## config.mk

```make
export PLATFORM = sky130hd
export DESIGN_NAME = knn_topk_vote_flat
export DESIGN_NICKNAME = d
export VERILOG_FILES = /design/src/rtl/knn_topk_vote_pkg.sv /design/src/rtl/knn_topk_vote_if.sv /design/src/rtl/knn_topk_vote_slot.sv /design/src/rtl/knn_topk_vote.sv /design/src/flat_wrapper.sv
export SDC_FILE = /design/constraint.sdc
export NUM_CORES = 1
export LEC_CHECK = 0
export ABC_AREA = 1
export CAP_MARGIN = 10
export CORE_ASPECT_RATIO = 0.5
export CORE_MARGIN = 10
export CORE_UTILIZATION = 37
export DETAILED_ROUTE_END_ITERATION = 16
export PLACE_DENSITY = 0.57
export SYNTH_ARGS = -nofsm -noshare
export SYNTH_HDL_FRONTEND = slang
export SYNTH_HIERARCHICAL = 1
export SYNTH_SLANG_ARGS = --single-unit
```

## constraint.sdc

```tcl
create_clock -name clk -period 4.69 [get_ports clk]
set_clock_uncertainty 0.1 [all_clocks]
set_input_delay 0.469 -clock clk [delete_from_list [all_inputs] [get_ports clk]]
set_output_delay 0.469 -clock clk [all_outputs]
set_load 0.02 [all_outputs]
```

## src/rtl/knn_topk_vote_pkg.sv

```systemverilog
// rtl/knn_topk_vote_pkg.sv - shared state encoding and width helpers for the k-NN top-K voter
package knn_topk_vote_pkg;

  typedef enum logic [1:0] {
    ST_IDLE    = 2'd0,
    ST_COLLECT = 2'd1,
    ST_VOTE    = 2'd2,
    ST_DONE    = 2'd3
  } state_t;

  localparam int unsigned VARWIDTH_DEF    = 32;
  localparam int unsigned LABEL_WIDTH_DEF = 8;
  localparam int unsigned K_DEF           = 4;

  // Index width that stays legal (>=1 bit) even when only one slot exists.
  function automatic int unsigned idx_width(input int unsigned n);
    return (n > 1) ? $clog2(n) : 1;
  endfunction

endpackage

```

## src/rtl/knn_topk_vote_if.sv

```systemverilog
// rtl/knn_topk_vote_if.sv - distance stream handshake between the distance stage and the voter
interface knn_topk_vote_if #(
  parameter int VARWIDTH    = 32,
  parameter int LABEL_WIDTH = 8
);
  logic                   start;
  logic                   dist_valid;
  logic [VARWIDTH-1:0]    dist_in;
  logic [LABEL_WIDTH-1:0] label_in;
  logic                   last_in;
  logic                   ready;

  modport master (
    output start, dist_valid, dist_in, label_in, last_in,
    input  ready
  );

  modport slave (
    input  start, dist_valid, dist_in, label_in, last_in,
    output ready
  );
endinterface

```

## src/rtl/knn_topk_vote_slot.sv

```systemverilog
// rtl/knn_topk_vote_slot.sv - one cell of the sorted nearest-neighbour list
module knn_topk_vote_slot
  import knn_topk_vote_pkg::*;
#(
  parameter int VARWIDTH    = VARWIDTH_DEF,
  parameter int LABEL_WIDTH = LABEL_WIDTH_DEF
) (
  input  logic                   clk,
  input  logic                   rst,
  input  logic                   clear_i,
  input  logic                   ins_i,
  input  logic [VARWIDTH-1:0]    dist_in_i,
  input  logic [LABEL_WIDTH-1:0] label_in_i,
  input  logic                   prev_le_i,
  input  logic                   prev_valid_i,
  input  logic [VARWIDTH-1:0]    prev_dist_i,
  input  logic [LABEL_WIDTH-1:0] prev_label_i,
  output logic                   le_o,
  output logic                   valid_o,
  output logic [VARWIDTH-1:0]    dist_o,
  output logic [LABEL_WIDTH-1:0] label_o
);

  logic                   valid_q, valid_d;
  logic [VARWIDTH-1:0]    dist_q,  dist_d;
  logic [LABEL_WIDTH-1:0] label_q, label_d;

  // le flags form a prefix over the list, so the first slot with le=0 is the insertion point.
  assign le_o = valid_q && (dist_q <= dist_in_i);

  always_comb begin
    valid_d = valid_q;
    dist_d  = dist_q;
    label_d = label_q;
    if (clear_i) begin
      valid_d = 1'b0;
      dist_d  = '0;
      label_d = '0;
    end else if (ins_i && !le_o) begin
      if (prev_le_i) begin
        valid_d = 1'b1;
        dist_d  = dist_in_i;
        label_d = label_in_i;
      end else begin
        valid_d = prev_valid_i;
        dist_d  = prev_dist_i;
        label_d = prev_label_i;
      end
    end
  end

  always_ff @(posedge clk or posedge rst) begin
    if (rst) begin
      valid_q <= 1'b0;
      dist_q  <= '0;
      label_q <= '0;
    end else begin
      valid_q <= valid_d;
      dist_q  <= dist_d;
      label_q <= label_d;
    end
  end

  assign valid_o = valid_q;
  assign dist_o  = dist_q;
  assign label_o = label_q;

endmodule

```

## src/rtl/knn_topk_vote.sv

```systemverilog
// rtl/knn_topk_vote.sv - keeps the K nearest distances with labels and majority-votes a class
module knn_topk_vote
  import knn_topk_vote_pkg::*;
#(
  parameter int VARWIDTH    = VARWIDTH_DEF,
  parameter int LABEL_WIDTH = LABEL_WIDTH_DEF,
  parameter int K           = K_DEF
) (
  input  logic                       clk,
  input  logic                       rst,
  knn_topk_vote_if.slave             s_if,
  output logic [K*VARWIDTH-1:0]      knn_dist,
  output logic [K*LABEL_WIDTH-1:0]   knn_label,
  output logic [$clog2(K+1)-1:0]     knn_count,
  output logic [LABEL_WIDTH-1:0]     class_out,
  output logic                       done
);

  localparam int CNTW = $clog2(K + 1);
  localparam int CW   = idx_width(K);

  state_t                 state_q, state_d;
  logic [CNTW-1:0]        count_q, count_d;
  logic [CW-1:0]          cand_q, cand_d;
  logic [CNTW-1:0]        best_cnt_q, best_cnt_d;
  logic [LABEL_WIDTH-1:0] best_label_q, best_label_d;
  logic [LABEL_WIDTH-1:0] class_q, class_d;

  logic                   accept;
  logic [K-1:0]           le, valid;
  logic [K-1:0]           prev_le, prev_valid;
  logic [VARWIDTH-1:0]    dist_a [K];
  logic [LABEL_WIDTH-1:0] label_a [K];
  logic [VARWIDTH-1:0]    prev_dist [K];
  logic [LABEL_WIDTH-1:0] prev_label [K];

  // start has priority, so a strobe in the same cycle as start is never inserted.
  assign accept = (state_q == ST_COLLECT) && s_if.dist_valid && !s_if.start;

  for (genvar i = 0; i < K; i++) begin : g_slot
    if (i == 0) begin : g_head
      assign prev_le[i]    = 1'b1;
      assign prev_valid[i] = 1'b0;
      assign prev_dist[i]  = '0;
      assign prev_label[i] = '0;
    end else begin : g_body
      assign prev_le[i]    = le[i-1];
      assign prev_valid[i] = valid[i-1];
      assign prev_dist[i]  = dist_a[i-1];
      assign prev_label[i] = label_a[i-1];
    end

    knn_topk_vote_slot #(
      .VARWIDTH    (VARWIDTH),
      .LABEL_WIDTH (LABEL_WIDTH)
    ) u_slot (
      .clk          (clk),
      .rst          (rst),
      .clear_i      (s_if.start),
      .ins_i        (accept),
      .dist_in_i    (s_if.dist_in),
      .label_in_i   (s_if.label_in),
      .prev_le_i    (prev_le[i]),
      .prev_valid_i (prev_valid[i]),
      .prev_dist_i  (prev_dist[i]),
      .prev_label_i (prev_label[i]),
      .le_o         (le[i]),
      .valid_o      (valid[i]),
      .dist_o       (dist_a[i]),
      .label_o      (label_a[i])
    );

    assign knn_dist[i*VARWIDTH +: VARWIDTH]          = dist_a[i];
    assign knn_label[i*LABEL_WIDTH +: LABEL_WIDTH]   = label_a[i];
  end

  logic [LABEL_WIDTH-1:0] cand_label;
  logic                   cand_valid;
  logic [CNTW-1:0]        cand_cnt;
  logic                   cand_wins;

  always_comb begin
    cand_label = '0;
    cand_valid = 1'b0;
    for (int j = 0; j < K; j++) begin
      if (cand_q == CW'(j)) begin
        cand_label = label_a[j];
        cand_valid = valid[j];
      end
    end
    cand_cnt = '0;
    for (int j = 0; j < K; j++) begin
      if (valid[j] && (label_a[j] == cand_label)) cand_cnt = cand_cnt + CNTW'(1);
    end
    // Strict greater-than keeps the nearest slot on a tie.
    cand_wins = cand_valid && (cand_cnt > best_cnt_q);
  end

  always_comb begin
    state_d      = state_q;
    count_d      = count_q;
    cand_d       = cand_q;
    best_cnt_d   = best_cnt_q;
    best_label_d = best_label_q;
    class_d      = class_q;
    if (s_if.start) begin
      state_d      = ST_COLLECT;
      count_d      = '0;
      cand_d       = '0;
      best_cnt_d   = '0;
      best_label_d = '0;
      class_d      = '0;
    end else begin
      case (state_q)
        ST_COLLECT: begin
          if (s_if.dist_valid) begin
            if (count_q != CNTW'(K)) count_d = count_q + CNTW'(1);
            if (s_if.last_in) begin
              state_d      = ST_VOTE;
              cand_d       = '0;
              best_cnt_d   = '0;
              best_label_d = '0;
            end
          end
        end
        ST_VOTE: begin
          if (cand_wins) begin
            best_cnt_d   = cand_cnt;
            best_label_d = cand_label;
          end
          if (cand_q == CW'(K - 1)) begin
            state_d = ST_DONE;
            class_d = cand_wins ? cand_label : best_label_q;
          end else begin
            cand_d = cand_q + CW'(1);
          end
        end
        default: ;
      endcase
    end
  end

  always_ff @(posedge clk or posedge rst) begin
    if (rst) begin
      state_q      <= ST_IDLE;
      count_q      <= '0;
      cand_q       <= '0;
      best_cnt_q   <= '0;
      best_label_q <= '0;
      class_q      <= '0;
    end else begin
      state_q      <= state_d;
      count_q      <= count_d;
      cand_q       <= cand_d;
      best_cnt_q   <= best_cnt_d;
      best_label_q <= best_label_d;
      class_q      <= class_d;
    end
  end

  assign s_if.ready = (state_q == ST_COLLECT);
  assign done       = (state_q == ST_DONE);
  assign knn_count  = count_q;
  assign class_out  = class_q;

endmodule

```

## src/flat_wrapper.sv

```systemverilog
// flat-port wrapper written by rule: the top's interface ports become plain ports
module knn_topk_vote_flat import knn_topk_vote_pkg::*;
#(
  parameter int VARWIDTH    = VARWIDTH_DEF,
  parameter int LABEL_WIDTH = LABEL_WIDTH_DEF,
  parameter int K           = K_DEF
)
  (clk, rst, knn_dist, knn_label, knn_count, class_out, done, s_if_start, s_if_dist_valid, s_if_dist_in, s_if_label_in, s_if_last_in, s_if_ready);
  knn_topk_vote_if #(.VARWIDTH(VARWIDTH), .LABEL_WIDTH(LABEL_WIDTH)) s_if_i ();
  input  logic clk;
  input  logic rst;
  output logic [K*VARWIDTH-1:0] knn_dist;
  output logic [K*LABEL_WIDTH-1:0] knn_label;
  output logic [$clog2(K+1)-1:0] knn_count;
  output logic [LABEL_WIDTH-1:0] class_out;
  output logic done;
  input wire logic [$bits(s_if_i.start)-1:0] s_if_start;
  input wire logic [$bits(s_if_i.dist_valid)-1:0] s_if_dist_valid;
  input wire logic [$bits(s_if_i.dist_in)-1:0] s_if_dist_in;
  input wire logic [$bits(s_if_i.label_in)-1:0] s_if_label_in;
  input wire logic [$bits(s_if_i.last_in)-1:0] s_if_last_in;
  output wire logic [$bits(s_if_i.ready)-1:0] s_if_ready;
  assign s_if_i.start = s_if_start;
  assign s_if_i.dist_valid = s_if_dist_valid;
  assign s_if_i.dist_in = s_if_dist_in;
  assign s_if_i.label_in = s_if_label_in;
  assign s_if_i.last_in = s_if_last_in;
  assign s_if_ready = s_if_i.ready;
  knn_topk_vote #(.VARWIDTH(VARWIDTH), .LABEL_WIDTH(LABEL_WIDTH), .K(K)) u_core (.clk(clk), .rst(rst), .s_if(s_if_i), .knn_dist(knn_dist), .knn_label(knn_label), .knn_count(knn_count), .class_out(class_out), .done(done));
endmodule
```

Word level (Yosys, flattened, before mapping)
Cells that the tools add are included.

Bits in registers: 190. Latch bits: 0. RAM bits: 0. Bits in read-only memories: 0. Input port bits: 45. Output and inout bits: 173. Word-level logic and storage cells: 153. Memories: 0.

Add/subtract/negate cells: 5. $mul: 0. Divide/modulo/power cells: 0. Order comparisons: 5. Equal/unequal tests: 16. Shift operators: 0. Multiplexer cells: 72. Bitwise gates (word level): 0. Reduce and logical (&&, ||, !) cells: 37.

Operators with widths (count): $mux W32 (11); $mux W8 (22); $le A32 B32 Y1 (4); $mux W3 (11); $eq A8 B8 Y1 (4); $reduce_bool A2 Y1 (9); $mux W1 (16); $mux W2 (8); $pmux W8 S2 (1); $logic_and A1 B1 Y1 (15); $ne A3 B3 Y1 const B (4); $reduce_and A4 Y1 (3); $add A3 B1 Y3 const B (3); $eq A2 B2 Y1 const B (4); $pmux W2 S2 (2); $ne A3 B2 Y1 const B (2); $pmux W3 S2 (1); $reduce_and A3 Y1 (2); $logic_not A1 Y1 (5); $eq A2 B1 Y1 const B (2); $gt A3 B3 Y1 (1); $reduce_bool A3 Y1 (1); $add A1 B1 Y2 const B (1); $add A2 B1 Y2 const B (1); other kinds (2) (2).

Depth between registers and ports, before layout
Gate-level depths: netlist of the first run.

Depth in word-level cells: 20. Depth in mapped cells: 33.

Hierarchy
The synthesis of the first run kept the hierarchy.

Modules (own cells, without submodules): knn_topk_vote_slot (times used 4, cells an instance 433, area an instance 3304.4 um2, sequential area each 1026.0 um2); knn_topk_vote (times used 1, cells an instance 379, area an instance 2517.4 um2, sequential area each 650.6 um2).

Least setup slack after synthesis of the first run
No wires, ideal clock.

Path kind: reg2reg. Start point: register u_core.cand_q[0]. End point: register u_core.best_label_q[1]. Setup time: 0.131 ns. Arrival: 4.094 ns. Slack: 0.365 ns. Stages on the path, launching flop included: 28. Path buffers: 2. Cell sequence: dfrtp_1 inv_1 ha_1 buf_6 a21oi_2 nand2_2 nand2_4 inv_2 nand2_1 nand2_1 or3_1 nor3_2 ha_1 o21bai_1 nand2_1 inv_1 ha_1 or2_1 and2_1 ha_1 inv_1 o21bai_1 a21oi_1 nor2_1 nand2_1 buf_2 o21ai_0 o22ai_1.

Longest elaborated chain between the ends: 19.

RTL lines: start: declaration (line knn_topk_vote.sv:24) `logic [CW-1:0] cand_q, cand_d;`; start signal: assignment (line knn_topk_vote.sv:154) `cand_q <= cand_d;`; $logic_not A2 Y1 (line knn_topk_vote.sv:86) `if (cand_q == CW'(j)) begin`; $mux W8 (4 in a row) (line knn_topk_vote.sv:86); $eq A8 B8 Y1 (line knn_topk_vote.sv:93) `if (valid[j] && (label_a[j] == cand_label)) cand_cnt = cand_cnt + CNTW'(1);`; $logic_and A1 B1 Y1 (line knn_topk_vote.sv:93); $mux W1 (line knn_topk_vote.sv:93); $add A1 B1 Y2 (line knn_topk_vote.sv:93); $mux W3 (line knn_topk_vote.sv:93); $add A3 B1 Y3 (line knn_topk_vote.sv:93); $mux W3 (line knn_topk_vote.sv:93); $add A3 B1 Y3 (line knn_topk_vote.sv:93); $mux W3 (line knn_topk_vote.sv:93); $gt A3 B3 Y1 (line knn_topk_vote.sv:96) `cand_wins = cand_valid && (cand_cnt > best_cnt_q);`; $logic_and A1 B1 Y1 (line knn_topk_vote.sv:96); $mux W8 * (line knn_topk_vote.sv:127) `if (cand_wins) begin`; $pmux W8 S2 * (line knn_topk_vote.sv:114) `case (state_q)`; $mux W8 * (line knn_topk_vote.sv:106) `if (s_if.start) begin`; end signal: assignment (line knn_topk_vote.sv:156) `best_label_q <= best_label_d;`; end: declaration (line knn_topk_vote.sv:26) `logic [LABEL_WIDTH-1:0] best_label_q, best_label_d;`.

Mark *: on every way between the ends. The rest lies on a longest branch, timed or not. A chain may end at the register's enable or synchronous reset.

Worst setup path after layout of the first run
Start point: register u_core.cand_q[1]. End point: register u_core.class_q[6], in the netlist u_core/class_out[6].

Longest elaborated chain between the ends: 20.

RTL lines: $logic_not A2 Y1 (line knn_topk_vote.sv:86); $mux W8 (4 in a row) (line knn_topk_vote.sv:86); $eq A8 B8 Y1 (line knn_topk_vote.sv:93); $logic_and A1 B1 Y1 (line knn_topk_vote.sv:93); $mux W1 (line knn_topk_vote.sv:93); $add A1 B1 Y2 (line knn_topk_vote.sv:93); $mux W3 (line knn_topk_vote.sv:93); $add A3 B1 Y3 (line knn_topk_vote.sv:93); $mux W3 (line knn_topk_vote.sv:93); $add A3 B1 Y3 (line knn_topk_vote.sv:93); $mux W3 (line knn_topk_vote.sv:93); $gt A3 B3 Y1 (line knn_topk_vote.sv:96); $logic_and A1 B1 Y1 (line knn_topk_vote.sv:96); $mux W8; $mux W8 (line knn_topk_vote.sv:131) `if (cand_q == CW'(K - 1)) begin`; $mux W8 (line knn_topk_vote.sv:114); $mux W8 (line knn_topk_vote.sv:106); end signal: assignment (line knn_topk_vote.sv:157) `class_q <= class_d;`; end: declaration (line knn_topk_vote.sv:27) `logic [LABEL_WIDTH-1:0] class_q, class_d;`.

Parallel ways exist; a longest one is shown, timed or not. The select of a mux whose other input is x is not followed.

==> results of run 1 <==
flip-flops by register name, summed over array words and instances, names as in the netlist:
name and cells:
u_core/g_slot.u_slot/label_o 32, u_core/knn_count 3, u_core/best_label_q 8, u_core/best_cnt_q 3, u_core/state_q 2, u_core/g_slot.u_slot/valid_o 4
u_core/cand_q 2, u_core/class_out 8, u_core/g_slot.u_slot/dist_o 128
worst paths after layout:
| check | from | end | slack (ns) | depth (start not counted) |
|---|---|---|---|---|
| min reg2reg | u_core/best_label_q[3]$_DFFE_PP0P_ | u_core/best_label_q[3]$_DFFE_PP0P_ | 0.40 | 2 |
| max reg2reg | u_core/cand_q[1]$_DFFE_PP0P_ | u_core/class_out[6]$_DFFE_PP0P_ | 0.09 | 28 |
| max | u_core/cand_q[1]$_DFFE_PP0P_ | u_core/class_out[6]$_DFFE_PP0P_ | 0.09 | 28 |
| min in group asynchronous | rst | u_core/g_slot[0].u_slot/label_o[2]$_DFFE_PP0P_ | 0.78 | 2 |
| min | u_core/best_label_q[3]$_DFFE_PP0P_ | u_core/best_label_q[3]$_DFFE_PP0P_ | 0.40 | 2 |
| max in group asynchronous | rst | u_core/cand_q[0]$_DFFE_PP0P_ | 2.95 | 2 |
cell type report:
| class | instances | area share [%] |
|---|---|---|
| Clock buffer | 20 | 2.35 |
| Antenna cell | 1 | 0.0129 |
| Timing Repair Buffer | 291 | 14.3 |
| Multi-Input combinational cell | 1600 | 49.7 |
| Inverter | 238 | 4.67 |
| Sequential cell | 190 | 24.5 |
| Clock inverter | 12 | 0.703 |
| Tap cell | 577 | 3.72 |
stage by stage:
step	instances	total power, mW	worst slack, ns	hold slack, ns
after floorplan	2151	2.31	0.365	0.348
after global placement	2876	2.59	0.0108	0.371
after detailed placement	2876	2.59	-0.0853	0.380
after CTS	2908	4.14	0.0164	0.398
after global routing	2928	4.37	-0.151	0.427
final	2929	4.18	0.0922	0.400
tightest hold or removal path, stage by stage (launching register included):
cell                      delay [ns]
sky130_fd_sc_hd__dfrtp_1        0.36
sky130_fd_sc_hd__nand2_1        0.06
sky130_fd_sc_hd__nand2_1        0.05
metal layers:
metal | track usage [%] | routed length (µm)
met3 | 3.09 | 2480
met1 | 27.0 | 25000
met4 | 6.61 | 1470
met5 | 0 | 0
met2 | 32.1 | 24900
power by group:
part           switching (mW)  leakage (nW)  internal, mW
combinational           0.623          6.71         0.310
clock                   0.728         0.283         0.820
sequential             0.0384          2.64          1.66
total                    1.39          9.63          2.79
timing repair:
| action | CTS | global route |
|---|---|---|
| hold buffers | 0 | 0 |
| pin swaps | 0 | 28 |
| endpoints found under the setup margin | 11 | 19 |
| gates resized for setup | 4 | 56 |
| buffers inserted | 0 | 20 |
==> results.rst, run 1 <==
.. list-table::
   :header-rows: 1

   * - Metric
     - Value
   * - Clock Latency Late Sink
     - approximately 0.46 ns
   * - Kind of end point of the critical path
     - register
   * - Core area
     - 42000 µm²
   * - Data arrival, critical path
     - 4.89 ns
   * - Area overhead of the layout relative to synthesis
     - 23.3%
   * - Antenna violations before repair
     - 0
   * - Clock tree from TritonCTS
     - done
   * - Die Width
     - 312 µm
   * - DP HPWL
     - 38500 µm
   * - Result of the run
     - completed
   * - Via/cell ratio
     - 5.09
   * - Via count
     - 14900
   * - Initial Utilization
     - a little under two fifths
   * - Total of endpoints with negative setup slack in the final report
     - 0
   * - Final core occ
     - 46.2%
   * - Standard-cell row count
     - 53
   * - Die Height
     - 166 µm
   * - H-tree Lvls
     - 4
   * - Most frequent cells in the layout
     - sky130_fd_sc_hd__nand2_1, sky130_fd_sc_hd__clkdlybuf4s50_1, sky130_fd_sc_hd__inv_1, sky130_fd_sc_hd__dfrtp_1, sky130_fd_sc_hd__nand4_1
   * - Clock tree root buffer cell
     - sky130_fd_sc_hd__clkbuf_16
   * - Clock transition at the registers of the reported paths
     - 0.08 ns
   * - CP Launch Type
     - register
   * - Largest net degree at the start of global routing
     - 97
   * - Critical path's largest stage delay
     - between 0.4 and 0.5 ns
   * - Synthesized cell area
     - 15700 µm²
   * - Cell area after layout
     - a little under 20000 µm²
   * - Total wire length
     - 53800 µm
   * - Headroom to the max-slew limit
     - 22.7%
   * - Final Cycle Share
     - a little under 100%
   * - Gate count of the mapped netlist
     - 2110
   * - Clock Sinks
     - 190
   * - Critical path class
     - reg2reg
   * - Number of violations of the max-capacitance limit
     - 0
   * - Vias in the first global route
     - 13900
   * - Maximum VDD drop
     - 0.219 mV
   * - WP data required
     - 4.98 ns
   * - Number of routed nets with antenna violations
     - 0
   * - First-pass DRT Iterations
     - 5
   * - Final net count
     - between 2000 and 3000
   * - Most common cell after layout, fill and taps aside
     - sky130_fd_sc_hd__nand2_1
   * - Leakage power figure
     - 9.63 nW
   * - Total power density per cell area
     - 216 nW/µm²
   * - Top achievable clock speed
     - 0.217 GHz
   * - Number of DRC violations after detailed-routing iteration 0
     - about 1000
   * - Total Routing Usage GR
     - 20.0%
   * - First-pass GRT wire length
     - 83100 µm
   * - Port-buffer cells
     - 217
   * - Largest delay share family, worst path
     - simple AND/OR/NAND/NOR gates
   * - Routed len/inst
     - 18.4 µm
   * - Flip-flop and latch area
     - 4760 µm²
   * - Hold Fails Final Rpt
     - 0
   * - Slowest library cell on the worst path
     - sky130_fd_sc_hd__dfrtp_1
   * - RSZ-0062 raised after global routing
     - true
   * - Number of filler instances in the final layout
     - between 4000 and 5000
   * - TNS Setup
     - 0 ns
   * - Total congestion overflow after global routing
     - 0
   * - Die Outline Area
     - ~52000 µm²
   * - Share of layout cells above drive strength 1
     - 16.4%
   * - Number of warnings printed during yosys synthesis
     - 6
   * - Measured slew at the worst slew-check pin
     - 1.16 ns
   * - Placer's final routability congestion estimate
     - between 0.8 and 0.9
   * - Drc violations
     - 0
   * - Min cycle time layout
     - 4.60 ns
   * - Number of buffers created by CTS
     - 17
   * - Max clock buf depth
     - 2
   * - Max-slew violation count
     - 0
   * - Multi-input gate area
     - 9640 µm²
   * - Worst path buffer plus inverter count
     - 5
   * - Hold Path Class
     - reg2reg
   * - Mean Syn Cell Area
     - 7.46 µm²
   * - Area after detailed placement
     - 18400 µm²
   * - Highest net fanout along the worst path
     - 8
   * - Number of I/O pins
     - 218
Power figures use the tool's default switching activity.
==> run 2: changes to the inputs <==
CORE_UTILIZATION = 55   (was 37)
PLACE_DENSITY = 0.79   (was 0.57)
TNS_END_PERCENT = 100   (was unset)
==> results.rst, run 2 (synthesized netlist as in run 1, its figures left out) <==
.. list-table::
   :header-rows: 1

   * - Metric
     - Value
   * - DP HPWL
     - 35900 µm (was 38500 µm)
   * - Clock Latency Late Sink
     - 0.46 ns (about the same)
   * - Measured slew at the worst slew-check pin
     - 1.12 ns (was 1.16 ns)
   * - Area after detailed placement
     - 18200 µm² (was 18400 µm²)
   * - Max clock buf depth
     - 2 (unchanged)
   * - Most common cell after layout, fill and taps aside
     - sky130_fd_sc_hd__nand2_1 (unchanged)
   * - R2R Path Start
     - u_core/cand_q[1]$_DFFE_PP0P_ (unchanged)
   * - Kind of end point of the critical path
     - register (unchanged)
   * - First-pass DRT Iterations
     - 6 (was 5)
   * - Highest net fanout along the worst path
     - 5 (was 8)
   * - Hold_sp
     - u_core/best_cnt_q[2]$_DFFE_PP0P_ (was u_core/best_label_q[3]$_DFFE_PP0P_)
   * - WP data required
     - 4.97 ns (was 4.98 ns)
   * - Multi-input gate area
     - 9670 µm² (was 9640 µm²)
   * - Data arrival, critical path
     - 4.89 ns (about the same)
   * - Via count
     - 15400 (was 14900)
   * - Number of I/O pins
     - 218 (unchanged)
   * - H-tree Lvls
     - 4 (unchanged)
   * - Total power density per cell area
     - 215 nW/µm² (was 216 nW/µm²)
   * - Cell area after layout
     - 19100 µm² (was 19400 µm²)
   * - Most frequent cells in the layout
     - sky130_fd_sc_hd__nand2_1, sky130_fd_sc_hd__clkdlybuf4s50_1, sky130_fd_sc_hd__inv_1, sky130_fd_sc_hd__dfrtp_1, sky130_fd_sc_hd__nand4_1 (unchanged)
   * - Min cycle time layout
     - 4.61 ns (was 4.60 ns)
   * - Max-slew violation count
     - 0 (unchanged)
   * - Antenna violations before repair
     - 0 (unchanged)
   * - Cell Int Power
     - 2.77 mW (was 2.79 mW)
   * - Share of power burned in the clock network
     - 36.3% (was 37.0%)
   * - Final net count
     - 2521 (was 2523)
   * - Flip-flop count of the largest register, all copies and words added
     - 128 (unchanged)
   * - Number of stages on the worst hold path
     - 2 (unchanged)
   * - Initial Utilization
     - 56.3% (was 37.5%)
   * - Diode count
     - 0 (was 1)
   * - Leakage power figure
     - 9.62 nW (was 9.63 nW)
   * - Number of violations of the max-capacitance limit
     - 0 (unchanged)
   * - Sw Pwr
     - 1.35 mW (was 1.39 mW)
   * - Share of layout cells above drive strength 1
     - 16.9% (was 16.4%)
   * - Total wire length
     - 50400 µm (was 53800 µm)
   * - Reg2reg end
     - u_core/class_out[1]$_DFFE_PP0P_ (was u_core/class_out[6]$_DFFE_PP0P_)
   * - Routed len/inst
     - 18.4 µm (about the same)
   * - Number of filler instances in the final layout
     - 2370 (was 4244)
   * - Clock transition at the registers of the reported paths
     - 0.07 ns (was 0.08 ns)
   * - Comb pwr share
     - 22.3% (about the same)
   * - Hold Path Class
     - reg2reg (unchanged)
   * - Number of DRC violations after detailed-routing iteration 0
     - 1951 (was 1039)
   * - Vias in the first global route
     - 13900 (about the same)
   * - Headroom to the max-slew limit
     - 25.5% (was 22.7%)
   * - Area overhead of the layout relative to synthesis
     - 21.7% (was 23.3%)
   * - Die Outline Area
     - 36200 µm² (was 51700 µm²)
   * - Total placed cells including tap cells
     - 2683 (was 2876)
   * - Clock Sinks
     - 190 (unchanged)
   * - Core area
     - 27900 µm² (was 42000 µm²)
   * - Top achievable clock speed
     - 0.217 GHz (about the same)
   * - Flip-flop and latch area
     - 4760 µm² (unchanged)
   * - Hold Fails Final Rpt
     - 0 (unchanged)
   * - Final standard cell count with taps included and fillers excluded
     - 2731 (was 2929)
   * - Total Routing Usage GR
     - 27.0% (was 20.0%)
   * - Clock tree from TritonCTS
     - done (unchanged)
   * - Largest net degree at the start of global routing
     - 83 (was 97)
   * - Number of routed nets with antenna violations
     - 0 (unchanged)
   * - Total congestion overflow after global routing
     - 0 (unchanged)
   * - First-pass GRT wire length
     - 78600 µm (was 83100 µm)
   * - Most numerous cell on the critical path
     - sky130_fd_sc_hd__nand2_2
   * - Slowest library cell on the worst path
     - sky130_fd_sc_hd__dfrtp_1 (unchanged)
   * - Part of the total power dissipated in sequential elements
     - 41.4% (was 40.7%)
   * - CP Launch Type
     - register (unchanged)
   * - Worst path buffer plus inverter count
     - 6 (was 5)
   * - Die Width
     - 259 µm (was 312 µm)
   * - Placer's final routability congestion estimate
     - 0.927 (was 0.893)
   * - RSZ-0062 raised after global routing
     - true (unchanged)
   * - Worst slack at placement
     - -0.240 ns (was -0.0853 ns)
   * - Number of cell instances on the worst register-to-register path
     - 28 (unchanged)
   * - Result of the run
     - completed (unchanged)
   * - Maximum VDD drop
     - 0.265 mV (was 0.219 mV)
   * - Setup slack, reg-to-reg
     - 0.08 ns (was 0.09 ns)
   * - Critical path class
     - reg2reg (unchanged)
   * - Critical path's largest stage delay
     - 0.42 ns (was 0.45 ns)
   * - Die Height
     - 140 µm (was 166 µm)
   * - Drc violations
     - 0 (unchanged)
   * - Total of endpoints with negative setup slack in the final report
     - 0 (unchanged)
   * - Via/cell ratio
     - 5.65 (was 5.09)
   * - Number of buffers created by CTS
     - 17 (unchanged)
   * - Worst Hold Endpoint
     - u_core/best_cnt_q[2]$_DFFE_PP0P_ (was u_core/best_label_q[3]$_DFFE_PP0P_)
   * - Standard-cell row count
     - 43 (was 53)
   * - Final Cycle Share
     - 98.3% (was 98.0%)
   * - Fraction of power spent switching nets
     - 32.7% (was 33.2%)
   * - Post-route worst setup slack
     - 0.0796 ns (was 0.0922 ns)
   * - Clock tree root buffer cell
     - sky130_fd_sc_hd__clkbuf_16 (unchanged)
   * - Port-buffer cells
     - 217 (unchanged)
   * - Largest delay share family, worst path
     - simple AND/OR/NAND/NOR gates (unchanged)
run 2: cell types whose count changed in the layout (fill, tap and decap cells not counted), sizes merged:
cell and delta:
clkinv +1, buf -2, clkbuf -1, inv +1, diode -1, clkinvlp -1
run 2: tightest hold or removal path, cell delays in order (launching register included):
cell	delay [ns]
sky130_fd_sc_hd__dfrtp_1	0.35
sky130_fd_sc_hd__nand2_1	0.06
sky130_fd_sc_hd__nand2_1	0.05
run 2: final cells by class:
type                    count  share of cell area (%)
clock inverters            13                   0.725
clock buffers              19                    2.31
multi-input cells        1600                    50.5
flip-flops and latches    190                    24.8
inverters                 238                    4.74
repair buffers            289                    14.4
well taps                 382                    2.50
run 2: timing repair:
| item | in CTS | in global routing |
|---|---|---|
| hold buffers | 0 | 0 |
| setup buffers | 1 | 15 |
| gates resized for setup | 6 | 71 |
| endpoints found under the hold margin | 0 | 0 |
| pin swaps | 1 | 36 |
| setup endpoints to repair | 19 | 19 |
run 2: layer usage:
metal | wire length, µm | share of wire [%] | track usage (%)
met5 | 0 | 0 | 0
met4 | 1230 | 2.4 | 9.03
met3 | 4460 | 8.9 | 4.58
met2 | 23300 | 46 | 43.1
met1 | 21400 | 42 | 36.4
run 2: worst max-delay path by stage:
stage,start,end,slack (ns),depth (start not counted)
2_1_floorplan,u_core/cand_q[0]$_DFFE_PP0P_,u_core/best_label_q[1]$_DFFE_PP0P_,0.36,27
3_3_place_gp,u_core/cand_q[1]$_DFFE_PP0P_,u_core/class_out[2]$_DFFE_PP0P_,-0.09,28
3_5_place_dp,u_core/cand_q[1]$_DFFE_PP0P_,u_core/class_out[1]$_DFFE_PP0P_,-0.24,28
4_1_cts,u_core/cand_q[1]$_DFFE_PP0P_,u_core/class_out[1]$_DFFE_PP0P_,0.05,29
5_1_grt,u_core/cand_q[1]$_DFFE_PP0P_,u_core/class_out[1]$_DFFE_PP0P_,-0.12,30
6_report,u_core/cand_q[1]$_DFFE_PP0P_,u_core/class_out[1]$_DFFE_PP0P_,0.08,28
run 2: power by group through the flow:
stage	clock network, mW	registers [mW]	logic (mW)
2_1_floorplan	0	1.75	0.562
3_3_place_gp	0	1.73	0.838
3_5_place_dp	0	1.73	0.848
4_1_cts	1.51	1.70	0.854
5_1_grt	1.58	1.71	1.01
6_report	1.49	1.70	0.919
run 2: metrics by stage:
stage / hold slack [ns] / util, % / total power, mW / setup TNS, ns
after floorplan: 0.348 / - / 2.31 / 0
after global placement: 0.372 / 65.1 / 2.57 / -0.436
after detailed placement: 0.377 / 65.1 / 2.58 / -2.09
after CTS: 0.393 / 67.3 / 4.06 / 0
after global routing: 0.414 / 68.6 / 4.29 / -1.03
final: 0.388 / 68.6 / 4.12 / 0
